## config.mk

```make
export PLATFORM = sky130hd
export DESIGN_NAME = atm_cash_dispenser
export DESIGN_NICKNAME = d
export VERILOG_FILES = /design/src/rtl/atm_pkg.sv /design/src/rtl/atm_cycle_timer.sv /design/src/rtl/atm_cash_dispenser.sv
export SDC_FILE = /design/constraint.sdc
export NUM_CORES = 1
export LEC_CHECK = 0
export BUFFER_PORTS_ARGS = -buffer_cell sky130_fd_sc_hd__buf_4
export CORE_UTILIZATION = 52
export CTS_CLUSTER_SIZE = 24
export DETAILED_ROUTE_END_ITERATION = 10
export GPL_TIMING_DRIVEN = 0
export PLACE_DENSITY_LB_ADDON = 0.3
export SYNTH_ARGS = -nofsm -noshare
export SYNTH_HDL_FRONTEND = slang
export SYNTH_SLANG_ARGS = --single-unit
export TNS_END_PERCENT = 1
```

## constraint.sdc

```tcl
create_clock -name clk -period 2.9 [get_ports clk]
set_clock_uncertainty 0.15 [all_clocks]
set_input_delay 0.725 -clock clk [delete_from_list [all_inputs] [get_ports clk]]
set_output_delay 0.725 -clock clk [all_outputs]
set_load 0.02 [all_outputs]
```

## src/rtl/atm_pkg.sv

```systemverilog
// ============================================================================
// Module   : atm_pkg
// Brief    : Shared ATM types and widths (dispenser state, amount/balance widths)
// Revision : 1.0
// ============================================================================
`default_nettype none

package atm_pkg;

    localparam int AMT_W = 3;
    localparam int CNT_W = 8;

    typedef enum logic [2:0] {
        IDLE      = 3'd0,
        CHECK     = 3'd1,
        FEED      = 3'd2,
        WAIT_NOTE = 3'd3,
        DONE      = 3'd4,
        JAM       = 3'd5
    } disp_state_t;

endpackage

`default_nettype wire

```

## src/rtl/atm_cycle_timer.sv

```systemverilog
// ============================================================================
// Module   : atm_cycle_timer
// Brief    : Loadable up-counter with clear and terminal-count flag
// Revision : 1.0
// ============================================================================
`default_nettype none

module atm_cycle_timer #(
    parameter int W = 5
) (
    input  logic         clk,
    input  logic         rst,
    input  logic         clr_i,
    input  logic         en_i,
    input  logic         load_i,
    input  logic [W-1:0] load_val_i,
    input  logic [W-1:0] tc_val_i,
    output logic         tc_o
);

    logic [W-1:0] cnt_q;

    always_ff @(posedge clk) begin
        if (rst || clr_i) begin
            cnt_q <= '0;
        end else if (load_i) begin
            cnt_q <= load_val_i;
        end else if (en_i) begin
            cnt_q <= cnt_q + W'(1);
        end
    end

    assign tc_o = (cnt_q == tc_val_i);

endmodule

`default_nettype wire

```

## src/rtl/atm_cash_dispenser.sv

```systemverilog
// ============================================================================
// Module   : atm_cash_dispenser
// Brief    : Feeds approved notes one per motor burst, tracks cassette inventory
// Revision : 1.0
// ============================================================================
`default_nettype none

module atm_cash_dispenser
    import atm_pkg::*;
#(
    parameter int CASSETTE_MAX = 200,
    parameter int FEED_CYCLES  = 4,
    parameter int JAM_TIMEOUT  = 16,
    parameter int LOW_THRESH   = 10
) (
    input  logic             clk,
    input  logic             rst,
    input  logic             disp_req_i,
    input  logic [AMT_W-1:0] disp_amt_i,
    input  logic             note_sensor_i,
    input  logic             load_en_i,
    input  logic [CNT_W-1:0] load_count_i,
    input  logic             jam_clr_i,
    output logic             busy_o,
    output logic             motor_en_o,
    output logic             done_o,
    output logic             short_o,
    output logic             jam_o,
    output logic [AMT_W-1:0] dispensed_o,
    output logic [CNT_W-1:0] notes_left_o,
    output logic             low_cash_o
);

    localparam int TMR_MAX = (FEED_CYCLES > JAM_TIMEOUT) ? FEED_CYCLES : JAM_TIMEOUT;
    localparam int TMR_W   = $clog2(TMR_MAX + 1);

    disp_state_t      state_q;
    logic             busy_q;
    logic             motor_q;
    logic             done_q;
    logic             short_q;
    logic             jam_q;
    logic [AMT_W-1:0] amt_q;
    logic [AMT_W-1:0] dispensed_q;
    logic [CNT_W-1:0] notes_left_q;

    logic             w_tmr_clr;
    logic             w_tmr_en;
    logic             w_tmr_tc;
    logic [TMR_W-1:0] w_tc_val;
    logic [AMT_W-1:0] w_disp_inc;
    logic [CNT_W-1:0] w_load_clamped;

    // The timer is shared: feed-burst length in FEED, sensor timeout in WAIT_NOTE.
    // Terminal count JAM_TIMEOUT-2 means the jam decision lands as the timer reaches JAM_TIMEOUT-1.
    assign w_tmr_clr = (state_q == CHECK)
                     | ((state_q == FEED) && w_tmr_tc)
                     | ((state_q == WAIT_NOTE) && note_sensor_i);
    assign w_tmr_en  = (state_q == FEED) || (state_q == WAIT_NOTE);
    assign w_tc_val  = (state_q == FEED) ? TMR_W'(FEED_CYCLES - 1) : TMR_W'(JAM_TIMEOUT - 2);

    atm_cycle_timer #(
        .W (TMR_W)
    ) u_timer (
        .clk        (clk),
        .rst        (rst),
        .clr_i      (w_tmr_clr),
        .en_i       (w_tmr_en),
        .load_i     (1'b0),
        .load_val_i ('0),
        .tc_val_i   (w_tc_val),
        .tc_o       (w_tmr_tc)
    );

    assign w_disp_inc     = dispensed_q + AMT_W'(1);
    assign w_load_clamped = (load_count_i > CNT_W'(CASSETTE_MAX)) ? CNT_W'(CASSETTE_MAX)
                                                                  : load_count_i;

    always_ff @(posedge clk) begin
        if (rst) begin
            state_q      <= IDLE;
            busy_q       <= 1'b0;
            motor_q      <= 1'b0;
            done_q       <= 1'b0;
            short_q      <= 1'b0;
            jam_q        <= 1'b0;
            amt_q        <= '0;
            dispensed_q  <= '0;
            notes_left_q <= '0;
        end else begin
            done_q <= 1'b0;
            case (state_q)
                IDLE: begin
                    if (disp_req_i) begin
                        amt_q       <= disp_amt_i;
                        dispensed_q <= '0;
                        short_q     <= 1'b0;
                        busy_q      <= 1'b1;
                        state_q     <= CHECK;
                    end else if (load_en_i) begin
                        notes_left_q <= w_load_clamped;
                    end
                end
                CHECK: begin
                    if (amt_q == '0) begin
                        done_q  <= 1'b1;
                        state_q <= DONE;
                    end else if (CNT_W'(amt_q) > notes_left_q) begin
                        done_q  <= 1'b1;
                        short_q <= 1'b1;
                        state_q <= DONE;
                    end else begin
                        motor_q <= 1'b1;
                        state_q <= FEED;
                    end
                end
                FEED: begin
                    if (w_tmr_tc) begin
                        motor_q <= 1'b0;
                        state_q <= WAIT_NOTE;
                    end
                end
                WAIT_NOTE: begin
                    if (note_sensor_i) begin
                        notes_left_q <= notes_left_q - CNT_W'(1);
                        dispensed_q  <= w_disp_inc;
                        if (w_disp_inc == amt_q) begin
                            done_q  <= 1'b1;
                            state_q <= DONE;
                        end else begin
                            motor_q <= 1'b1;
                            state_q <= FEED;
                        end
                    end else if (w_tmr_tc) begin
                        jam_q   <= 1'b1;
                        state_q <= JAM;
                    end
                end
                DONE: begin
                    busy_q  <= 1'b0;
                    state_q <= IDLE;
                end
                JAM: begin
                    if (jam_clr_i) begin
                        jam_q   <= 1'b0;
                        busy_q  <= 1'b0;
                        state_q <= IDLE;
                    end
                end
                default: begin
                    motor_q <= 1'b0;
                    jam_q   <= 1'b0;
                    busy_q  <= 1'b0;
                    state_q <= IDLE;
                end
            endcase
        end
    end

    assign busy_o       = busy_q;
    assign motor_en_o   = motor_q;
    assign done_o       = done_q;
    assign short_o      = short_q;
    assign jam_o        = jam_q;
    assign dispensed_o  = dispensed_q;
    assign notes_left_o = notes_left_q;
    assign low_cash_o   = (notes_left_q < CNT_W'(LOW_THRESH));

endmodule

`default_nettype wire

```

== Word-level counts from Yosys, hierarchy flattened ==
Cells that the tools add are included.

* Flip-flop bits (word level): 27
* Input port bits: 17
* Output and inout bits: 17
* Logic and storage cells: 99

* Add/subtract/negate cells: 3
* Order comparisons: 3
* Equality and inequality tests: 20
* Mux-type cells: 39
* Bitwise gates (word level): 5
* Reduce and logical (&&, ||, !) cells: 19

{| class="wikitable"
|+ Operators with widths
! cell !! count
|-
| 8-bit 2-to-1 mux || 4
|-
| 3-bit 2-to-1 mux || 10
|-
| 2-bit inequality test (second input constant) || 11
|-
| 1-bit 2-to-1 mux || 16
|-
| 8-bit one-hot mux with 2 select lines || 1
|-
| 4-bit AND reduction || 4
|-
| 3-bit one-hot mux with 5 select lines || 1
|-
| 3-bit by 8-bit greater-than comparator with 1-bit output || 1
|-
| 8-bit greater-than comparator (second input constant) || 1
|-
| 8-bit by 4-bit < comparator with 1-bit output (second input constant) || 1
|-
| 8-bit by 1-bit subtractor with 8-bit output (second input constant) || 1
|-
| 3-bit by 2-bit == test with 1-bit output (second input constant) || 2
|-
| 3-bit == test (second input constant) || 2
|-
| 3-bit logical NOT || 2
|-
| 1-bit one-hot mux with 3 select lines || 2
|-
| 3-bit one-hot mux with 2 select lines || 1
|-
| 3-bit AND reduction || 2
|-
| 6-bit AND reduction || 1
|-
| 3-bit OR reduction || 2
|-
| 5-bit by 1-bit adder with 5-bit output (second input constant) || 1
|-
| 5-bit by 4-bit == test with 1-bit output || 1
|-
| 4-bit 2-to-1 mux || 1
|-
| 1-bit one-hot mux with 2 select lines || 2
|-
| 1-bit one-hot mux with 4 select lines || 1
|-
| 12 further kinds || 18
|}

== Logic depth before layout (Yosys ltp) ==
* Depth in word-level cells: 7
* Gate-level depth with buffers: 7
* Mapped depth without buffers: 7

== Modules after synthesis ==
From an unflattened synthesis, not the netlist that was laid out.

* Cells, all modules: 221
* Area, all modules: 1,786.7 µm²

{| class="wikitable"
|+ Modules (own cells, without submodules)
! module !! instances !! cells each !! area an instance (µm²) !! seq. area each (µm²)
|-
| atm_cash_dispenser || 1 || 186 || 1,491.4 || 440.4
|-
| atm_cycle_timer || 1 || 35 || 295.3 || 100.1
|}

== Least setup slack after synthesis ==
No wires, ideal clock.

* Path kind: register -> output
* From: register notes_left_q[4] (netlist: notes_left_o[4])
* To: output port low_cash_o
* Data arrival time: 1,285 ps
* Data required time: 2,025 ps
* Slack: 740 ps
* Cell stages (with the launch flop): 3
* Buffers on the path: 0
* Cells stage by stage: dfxtp_1 -> or4_4 -> nor2_1

* Cells in the longest elaborated chain, start to end: 1

{| class="wikitable"
|+ RTL lines
! item !! RTL line !! text
|-
| start: declaration || atm_cash_dispenser.sv:45 || <nowiki>logic [CNT_W-1:0] notes_left_q;</nowiki>
|-
| start signal: assignment || atm_cash_dispenser.sv:101 || <nowiki>notes_left_q <= w_load_clamped;</nowiki>
|-
| start signal: assignment || atm_cash_dispenser.sv:125 || <nowiki>notes_left_q <= notes_left_q - CNT_W'(1);</nowiki>
|-
| 8-bit by 4-bit < comparator with 1-bit output || atm_cash_dispenser.sv:167 || <nowiki>assign low_cash_o = (notes_left_q < CNT_W'(LOW_THRESH));</nowiki>
|-
| end: declaration || atm_cash_dispenser.sv:31 || <nowiki>output logic low_cash_o</nowiki>
|}

No other way between the ends.

== Final worst setup path ==
Ends and elaborated chain as after synthesis.

==> flow_metrics.tcl <==
set metrics [dict create \
    outcome "finished, final reports clean" \
    crit_arrival_ps 1580 \
    compound_gate_portion_of_the_synthesized_area_pct 25.3 \
    floorplan.die.height_um 59.0 \
    die-area_mm2 0.00348 \
    layout.cells.most_common "sky130_fd_sc_hd__buf_4" \
    place.gp.congestion 0.847 \
    design.final.nets 265 \
    slew_headroom_pct 31.8 \
    placeableCoreArea_mm2 0.00308 \
    total_of_warnings_raised_by_yosys 0 \
    globalRoute.totalOverflow 0 \
    final_layout_size_suffix_gt1_share_pct 21.6 \
    synth_enable_flop_cells 0 \
    worst_setup_path_end_kind "output pin" \
    synth-seq-area-share_pct 32.0 \
    route.vias.total 1625 \
    grt.met1_usage_pct 32.6 \
    wire_length_of_the_first_global_routing_pass_um 6380 \
    critical-path-slowest-cell "sky130_fd_sc_hd__or4_4" \
    worst_setup_path_start_kind "register" \
    post-layout-total-power_mw 1.47 \
    period_minus_slack_ps 2450 \
    drt-total-wl_um 3800 \
    ir_worst_vdd_v 0.000360 \
    power_density_mw_per_mm2 732 \
    post_synth.cell_area_avg_um2 8.20 \
    rsz0062_at_grt "no" \
    tritoncts_num_sinks 27 \
    timing_max_transition_violations_final 0 \
    flow.area_growth_from_synthesis_pct 18.7 \
    ff_latch_area_um2 541 \
    design_area_mm2 0.00200 \
    antenna_cells_inserted 0 \
    timing.final.crit_share_pct 84.6 \
    finalHoldWorstSlack_ps 336 \
    p_leak_nw 0.785 \
    maxCapViolations 0 \
    die_width_um 59.0 \
    area_after_dpl_mm2 0.00198 \
    mux_cell_area_share_after_synthesis_pct 2.96 \
    global_route.usage.total_pct 23.8 \
    pin_count 34 \
    yosys.area_share.adder_pct 4.44 \
    drt_iter0_drc 91 \
    asyncSetResetFlopFracSynth_pct 0 \
    dr_drc_count 0 \
    criticalPathCategory "register to output pin" \
    maximum_number_of_pins_on_one_net_before_global_route_repair 16 \
    mostFrequentLayoutCells "sky130_fd_sc_hd__buf_4, sky130_fd_sc_hd__dfxtp_1, sky130_fd_sc_hd__nor2_1" \
    final_hold_viol_count 0 \
    max_freq_mhz 407 \
    via_count_of_the_first_global_routing_pass 1470 \
    yosys.cell_types.count 54 \
    syn_inst 206 \
    clock_latency_at_the_later_pin_of_the_worst_skew_pair_ps 330 \
    ctsHtreeMaxLevel 1 \
    drt-wirelength-per-cell_um 13.3 \
    detail-route-antenna-nets 0 \
    effective_utilization_at_floorplan_pct 54.9 \
    cts_buffers 3 \
    number_of_antenna_violations_at_the_first_check_in_global_routing 0 \
    synth_xor_area_share_pct 4.52 \
    timing.critical_path.buf_inv 1 \
    syn_nets 229 \
    dominant_combinational_cell_family_by_area_after_synthesis "simple AND/OR/NAND/NOR gates" \
    cts_tree "yes" \
    postCtsHoldBufs 0 \
    gr-usage-met2_pct 39.3 \
    worstPathCellList "or4_4 -> nor2_1 -> buf_4" \
    place.detailed.hpwl_um 2840 \
    total_neg_setup_slack_ps 0 \
    critical_path_peak_fanout 8 \
    ys_dominant_reg_cell "sky130_fd_sc_hd__dfxtp_1" \
    routed_via_density 5.70 \
    synthSimpleGateAreaFrac_pct 25.8 \
    post_cts_clock_slew_at_the_launch_and_capture_registers_of_the_worst_setup_and_hold_paths_ps 150 \
    post_cts_buffers 0 \
    cpLargestDelayFamily "simple AND/OR/NAND/NOR gates" \
    tightest_slew_ps 1020 \
    max_incr_delay_on_cp_ps 580 \
    use_met3_pct 2.62 \
    hold_path.class "register to register" \
    setup_viol 0 \
    firstDrtPassIters 4 \
    cts_max_path_buffers 2 \
    multi_input_comb_area_mm2 0.00106 \
    floorplan.rows 20 \
    worstPathRequired_ps 2030 \
    grt_most_used_layer "met2" \
    nFillCells 271 \
    port_buffers 31 \
    clk_root_buffer_cell "sky130_fd_sc_hd__clkbuf_4" \
    area_of_the_mapped_netlist_mm2 0.00169 \
    ys_seq_elements 27 \
    ctsResizeCount 0 \
]
[flip-flops by register name, summed over array words and instances (netlist names)]
signal,flops
amt_q,3
short_o,1
busy_o,1
motor_en_o,1
jam_o,1
notes_left_o,8
u_timer.cnt_q,5
state_q,3
dispensed_o,3
done_o,1
[per-stage QoR]
step	setup slack, ps	utilization (%)	std cells
after floorplan	740	-	206
after global routing	382	65.1	285
final	445	65.1	285
after CTS	442	65.1	285
after global placement	565	64.2	281
after detailed placement	569	64.2	281
[tightest hold or removal path, delay by kind of cell, from the launching register on]
kind               cells  cell delay [ps]
DFF                    1              350
and+or+nand+nor        1               60
AOI/OAI and AO/OA      1               50
[final cells by class]
class / count / area share, %
Multi-Input combinational cell: 160 / 53.1
Buffer: 13 / 3.06
Clock inverter: 1 / 0.250
Sequential cell: 27 / 27.0
Timing Repair Buffer: 31 / 11.6
Inverter: 6 / 1.12
Tap cell: 44 / 2.75
Clock buffer: 3 / 1.12
[cells by family (layout without fill, tap and decap cells)]
logic type / after synthesis / after routing
compound gates: 60 / 60
flops: 27 / 27
fa+ha+maj: 6 / 6
xor+xnor: 7 / 7
simple gates: 82 / 82
mux: 5 / 5
buf+inv: 19 / 54
[worst paths after layout]
path,end,slack [ps],depth (start not counted),startpoint
max,low_cash_o,450,3,notes_left_o[4]
min,dispensed_o[1],340,2,dispensed_o[1]
max reg2reg,notes_left_o[6],830,7,state_q[0]
min reg2reg,dispensed_o[1],340,2,dispensed_o[1]
[cell usage after synthesis (2+ instances only)]
cell | instances | share of area [%]
sky130_fd_sc_hd__a22oi_1 | 4 | 1.8
sky130_fd_sc_hd__nand3_1 | 3 | 0.89
sky130_fd_sc_hd__mux2i_1 | 5 | 3.0
sky130_fd_sc_hd__a211oi_1 | 3 | 1.3
sky130_fd_sc_hd__xnor2_1 | 2 | 1.0
sky130_fd_sc_hd__nor3_1 | 14 | 4.1
sky130_fd_sc_hd__ha_1 | 6 | 4.4
sky130_fd_sc_hd__o21a_1 | 3 | 1.3
sky130_fd_sc_hd__o21bai_1 | 2 | 0.89
sky130_fd_sc_hd__o211ai_1 | 2 | 0.89
sky130_fd_sc_hd__xor2_1 | 4 | 2.1
sky130_fd_sc_hd__nor3b_1 | 2 | 0.89
sky130_fd_sc_hd__clkbuf_1 | 7 | 1.6
sky130_fd_sc_hd__nor2_1 | 22 | 4.9
sky130_fd_sc_hd__nand2_1 | 15 | 3.3
sky130_fd_sc_hd__buf_2 | 4 | 1.2
sky130_fd_sc_hd__nand3b_1 | 4 | 1.8
sky130_fd_sc_hd__dfxtp_1 | 27 | 32
sky130_fd_sc_hd__a21oi_1 | 17 | 5.0
sky130_fd_sc_hd__or3b_1 | 2 | 1.0
sky130_fd_sc_hd__nand4_1 | 2 | 0.74
sky130_fd_sc_hd__o31ai_1 | 2 | 0.89
sky130_fd_sc_hd__o21ai_1 | 6 | 1.8
sky130_fd_sc_hd__nand2b_1 | 3 | 1.1
sky130_fd_sc_hd__inv_1 | 5 | 1.1
sky130_fd_sc_hd__o21ai_0 | 6 | 1.8
sky130_fd_sc_hd__nor2b_1 | 7 | 2.6
[layer usage]
layer | up-vias | share of wire (%)
met3 | 7 | 5.1
met5 | - | 0
met2 | 52 | 46
met1 | 745 | 47
li1 | 821 | -
met4 | 0 | 1.5
[power by group]
group	total, mW	internal (mW)	leakage, nW	switching [mW]
sequential	0.496	0.432	0.220	0.0641
combinational	0.806	0.348	0.547	0.459
clock	0.165	0.0518	0.0177	0.113
No activity file was read; power rests on OpenSTA's default activity.
